### src/rtl/rgb_led_arbiter.sv
// rgb_led_arbiter: round-robin sharing of one active-low RGB LED between N_REQ requesters.
// An owner holds the LED for HOLD_CYCLES, then the LED is blanked for GAP_CYCLES before re-arbitration.
module rgb_led_arbiter #(
    parameter int N_REQ       = 3,
    parameter int HOLD_CYCLES = 2000000,
    parameter int GAP_CYCLES  = 200000
) (
    input  logic               clk,
    input  logic               rst_n,
    input  logic [N_REQ-1:0]   req,
    input  logic [3*N_REQ-1:0] color,
    output logic [N_REQ-1:0]   grant,
    output logic [N_REQ-1:0]   done,
    output logic               busy,
    output logic               RGB_R,
    output logic               RGB_G,
    output logic               RGB_B
);
    localparam int MAX_CYC = (HOLD_CYCLES > GAP_CYCLES) ? HOLD_CYCLES : GAP_CYCLES;
    localparam int CW      = $clog2(MAX_CYC + 1);
    localparam int LW      = $clog2(N_REQ);
    localparam logic [CW-1:0] HOLD_LAST = CW'(HOLD_CYCLES - 1);
    localparam logic [CW-1:0] GAP_LAST  = CW'((GAP_CYCLES > 0) ? GAP_CYCLES - 1 : 0);

    typedef enum logic [1:0] {IDLE, HOLD, GAP} state_e;

    state_e           state_q, state_d;
    logic [CW-1:0]    cnt_q, cnt_d;
    logic [LW-1:0]    last_q, last_d;
    logic [N_REQ-1:0] grant_q, grant_d, done_q, done_d;
    logic             busy_q, busy_d;
    logic [2:0]       rgb_q, rgb_d;
    logic             found;
    logic [LW-1:0]    win;
    logic [2:0]       col_w;

    // Search last_q+1, last_q+2, ... so the previous owner is considered last.
    always_comb begin
        found = 1'b0;
        win   = last_q;
        col_w = 3'b000;
        for (int k = 1; k <= N_REQ; k++)
            for (int i = 0; i < N_REQ; i++)
                if (!found && req[i] && i == (int'(last_q) + k) % N_REQ) begin
                    found = 1'b1;
                    win   = LW'(i);
                end
        for (int i = 0; i < N_REQ; i++)
            if (int'(win) == i) col_w = color[3*i +: 3];
    end

    always_ff @(posedge clk or negedge rst_n) begin
        if (!rst_n) begin
            state_q <= IDLE;
            cnt_q   <= '0;
            last_q  <= LW'(N_REQ - 1);
            grant_q <= '0;
            done_q  <= '0;
            busy_q  <= 1'b0;
            rgb_q   <= 3'b111;
        end else begin
            state_q <= state_d;
            cnt_q   <= cnt_d;
            last_q  <= last_d;
            grant_q <= grant_d;
            done_q  <= done_d;
            busy_q  <= busy_d;
            rgb_q   <= rgb_d;
        end
    end

    always_comb begin
        state_d = state_q;
        cnt_d   = cnt_q;
        last_d  = last_q;
        case (state_q)
            IDLE: if (found) begin
                state_d = HOLD;
                cnt_d   = '0;
                last_d  = win;
            end
            HOLD: if (cnt_q == HOLD_LAST) begin
                state_d = (GAP_CYCLES > 0) ? GAP : IDLE;
                cnt_d   = '0;
            end else cnt_d = cnt_q + CW'(1);
            GAP: if (cnt_q == GAP_LAST) begin
                state_d = IDLE;
                cnt_d   = '0;
            end else cnt_d = cnt_q + CW'(1);
            default: state_d = IDLE;
        endcase
    end

    // Colour is captured only on the IDLE->HOLD edge; rgb_q itself is the latch.
    always_comb begin
        grant_d = '0;
        for (int i = 0; i < N_REQ; i++)
            grant_d[i] = (state_d == HOLD) && ((state_q == IDLE) ? int'(win) == i : grant_q[i]);
        done_d = (state_q == HOLD && state_d != HOLD) ? grant_q : '0;
        busy_d = state_d != IDLE;
        rgb_d  = (state_d != HOLD) ? 3'b111 : (state_q == IDLE) ? ~col_w : rgb_q;
    end

    assign grant = grant_q;
    assign done  = done_q;
    assign busy  = busy_q;
    assign RGB_R = rgb_q[2];
    assign RGB_G = rgb_q[1];
    assign RGB_B = rgb_q[0];
endmodule

### config.mk
export PLATFORM = sky130hd
export DESIGN_NAME = rgb_led_arbiter
export DESIGN_NICKNAME = d
export VERILOG_FILES = /design/src/rtl/rgb_led_arbiter.sv
export SDC_FILE = /design/constraint.sdc
export NUM_CORES = 1
export LEC_CHECK = 0
export CORE_MARGIN = 3
export CORE_UTILIZATION = 60
export DETAILED_ROUTE_END_ITERATION = 7
export PLACE_DENSITY = 0.87
export SETUP_SLACK_MARGIN = 0.1
export SLEW_MARGIN = 10
export SYNTH_ARGS = -nofsm -noshare
export SYNTH_HDL_FRONTEND = slang
export SYNTH_SLANG_ARGS = --single-unit
### constraint.sdc
create_clock -name clk -period 5.6 [get_ports clk]
set_clock_uncertainty 0.1 [all_clocks]
set_input_delay 1.12 -clock clk [delete_from_list [all_inputs] [get_ports clk]]
set_output_delay 1.12 -clock clk [all_outputs]
set_load 0.03 [all_outputs]
==> results.cfg <==
[worst_setup_path]
path_buf_inv = 1
slowest_stage = or4_1
crit_type = in -> reg
critical_path.top_delay_family = simple AND/OR/NAND/NOR gates
worstPathCellList = clkdlybuf4s50_1, nor3_1, o21ai_1, nand2b_1, or4_1, nor3_1, xnor2_1, nor2_1
startpoint_type = primary input
crit_path_max_incr_delay_ns = 0.71
worst_ep_arrival_time_ns = 3.60
cpMostUsedCell = nor3_1
required_ns = 5.73
cp_max_fo = 15
cp-end-kind = register

[power]
p_int_uw = 360
seq_power_share_pct = 55.8
pwr_density_cell_nw_per_um2 = 188
leakage_nw = 0.978
pwr-share-clk_pct = 38.6
peakVddDrop_uv = 155
netSwitchingFraction_pct = 20.5
power.net_switching_uw = 92.6
comb_power_share_pct = 5.5

[clock_network]
root_buffer = clkbuf_4
cts_tree = done
cts_max_path_buffers = 2
clk_pin_slew_ns = 0.12
post_cts_buffers = 0
cts_resized = 0
hold_buffers = 0
cts_buffers = 5
clock-sinks = 35
ctsHtreeMaxLevel = 2
clock_latency_ns = 0.34

[synthesis]
yosysWarnings = 0
synthCells = 225
synth_edf_count = 0
async_reset_ff_share_pct = 100
synth_area_um2 = 2070
ys_ff_latch = 35
yosysSeqAreaShare_pct = 42.6
synth.distinct_cells = 50
synth_flop_cell = dfrtp_1
avgSynthCellArea_um2 = 9.19
synth.net_count = 247

[timing]
min_period_over_period_pct = 61.9
hold_viol_final = 0
fin_ws_ns = 2.13
fin_tns_setup_ns = 0
slew_headroom_pct = 60.8
setup_viol_count_final = 0
fmax_mhz = 288
tightestPinTransition_ns = 0.588
rsz0062_at_grt = no
period_needed_ns = 3.47
slew_violations = 0

[hold_path]
hold_class = reg -> reg

[drt]
drt_iter0_markers = 115
dr.pass1.iters = 4
vias = 1674
antenna_left = 0
route.detailed.drc = 0
vias_per_cell = 5.66
wl_per_cell_um = 13.7
wirelength_mm = 4.04

[place]
pre_cts_ws_ns = 1.76
io_buffer_count = 23
gp_congestion = 0.849
dpl.hpwl_mm = 3.10

[floorplanning]
io_pins = 24
start_util_pct = 65.1
die_height_um = 64.7
num_rows = 20
fp.dieW_um = 64.7
die-area_um2 = 4190
core_um2 = 3180

[layout]
antenna-diode-count = 0
finalNetCount = 273
drive_above_1_share_pct = 10.3
areaGrowthSynthToFinish_pct = 16.4

[outcome]
status = completed

[global_route]
grtUsageTotal_pct = 22.5
grt_pass1_wl_mm = 7.37
grt_max_degree = 36
grt_pass1_vias = 1642
overflow = 0
antenna_found_initial = 0

[job]
drv_cap = 0
[layout by cell type (no fill, tap or decap), drive strengths merged, types with 5 or more instances in the layout]
master	count
inv	10
nor3	12
o21ai	11
nand3	9
clkdlybuf4s50	23
nand2	22
ha	8
dfrtp	31
nor2	32
xnor2	8
a21oi	5
clkbuf	6
xor2	6
nand4	6
and2	6
[final timing paths]
kind,startpoint,to,slack [ns],depth (start not counted)
worst max-delay path,req[0],cnt_q[19],2.13,8
worst min-delay path,last_q[1],last_q[1],0.41,2
worst max register to register,last_q[1],cnt_q[19],2.68,8
worst min register to register,last_q[1],last_q[1],0.41,2
max in group asynchronous,rst_n,rgb_q[0],3.98,2
min in group asynchronous,rst_n,cnt_q[11],1.07,2
[state kept, by name, summed over array words and instances (netlist names)]
signal and count:
cnt_q 21, state_q 2, grant 3, last_q 2
busy 1, done 3, rgb_q 3
[tightest hold or removal path, cell delays in order (launching register included)]
cell	delay [ns]
dfstp_2	0.40
nand2_1	0.05
o21ai_0	0.07
[final cells by class]
class	instances	area, um2
Multi-Input combinational cell	174	1110
Tap cell	44	55.1
Clock buffer	6	41.3
Sequential cell	35	881
Inverter	11	41.3
Fill cell	226	771
Timing Repair Buffer	24	238
Clock inverter	2	37.5
[per-stage QoR]
step	hold WS, ns	std cells	total power [mW]	util (%)	instance area, um2
6_report	0.408	296	0.453	75.7	2410
5_1_grt	0.434	296	0.469	75.7	2410
4_1_cts	0.410	296	0.457	75.7	2410
3_5_place_dp	0.397	288	0.283	73.3	2330
3_3_place_gp	0.392	288	0.283	73.3	2330
2_1_floorplan	0.375	225	0.267	-	2070
[cells by family (layout without fill, tap and decap cells)]
kind of cell	after synthesis	after routing	synth area share [%]
and+or+nand+nor	109	109	26.9
AOI/OAI and AO/OA	39	39	14.1
DFF	35	35	42.6
buffers and inverters	16	43	3.57
xor gates and xnor gates	14	14	5.93
adders and majority gates	8	8	4.84
muxes	4	4	2.12
[metal layers]
layer	wire, um	GRT usage, %
met5	0	0
met2	1910	36.7
met1	1900	30.0
met3	180	5.89
met4	54	5.54
[Yosys cell counts, types with 2 or more instances]
library cell | count | share of area (%)
nand2b_1 | 4 | 1.2
a211o_1 | 3 | 1.3
nor3_1 | 12 | 2.9
mux2_2 | 3 | 1.6
a21o_1 | 3 | 1.1
xor2_1 | 6 | 2.5
buf_2 | 2 | 0.48
and3_1 | 4 | 1.2
and2_1 | 5 | 1.5
a221oi_1 | 4 | 1.7
nor4_1 | 2 | 0.60
dfstp_2 | 4 | 5.1
nor2b_1 | 3 | 0.91
a22o_1 | 3 | 1.3
nand2_1 | 22 | 4.0
nor3b_1 | 2 | 0.73
dfrtp_1 | 31 | 38
xnor2_1 | 8 | 3.4
ha_1 | 8 | 4.8
inv_1 | 9 | 1.6
a31o_2 | 2 | 0.85
nor2_1 | 31 | 5.6
o21ai_0 | 8 | 1.9
a21oi_1 | 4 | 0.97
nand3_1 | 9 | 2.2
nand4_1 | 6 | 1.8
o21ai_1 | 3 | 0.73
o31ai_1 | 2 | 0.73
[power groups by stage]
stage	registers, mW	clock network (mW)	logic [mW]
after floorplan	0.258	0	0.00896
after global placement	0.258	0	0.0252
after detailed placement	0.258	0	0.0255
after CTS	0.253	0.178	0.0255
after global routing	0.253	0.188	0.0278
final	0.253	0.175	0.0251
(Power assumes the default switching activity.)
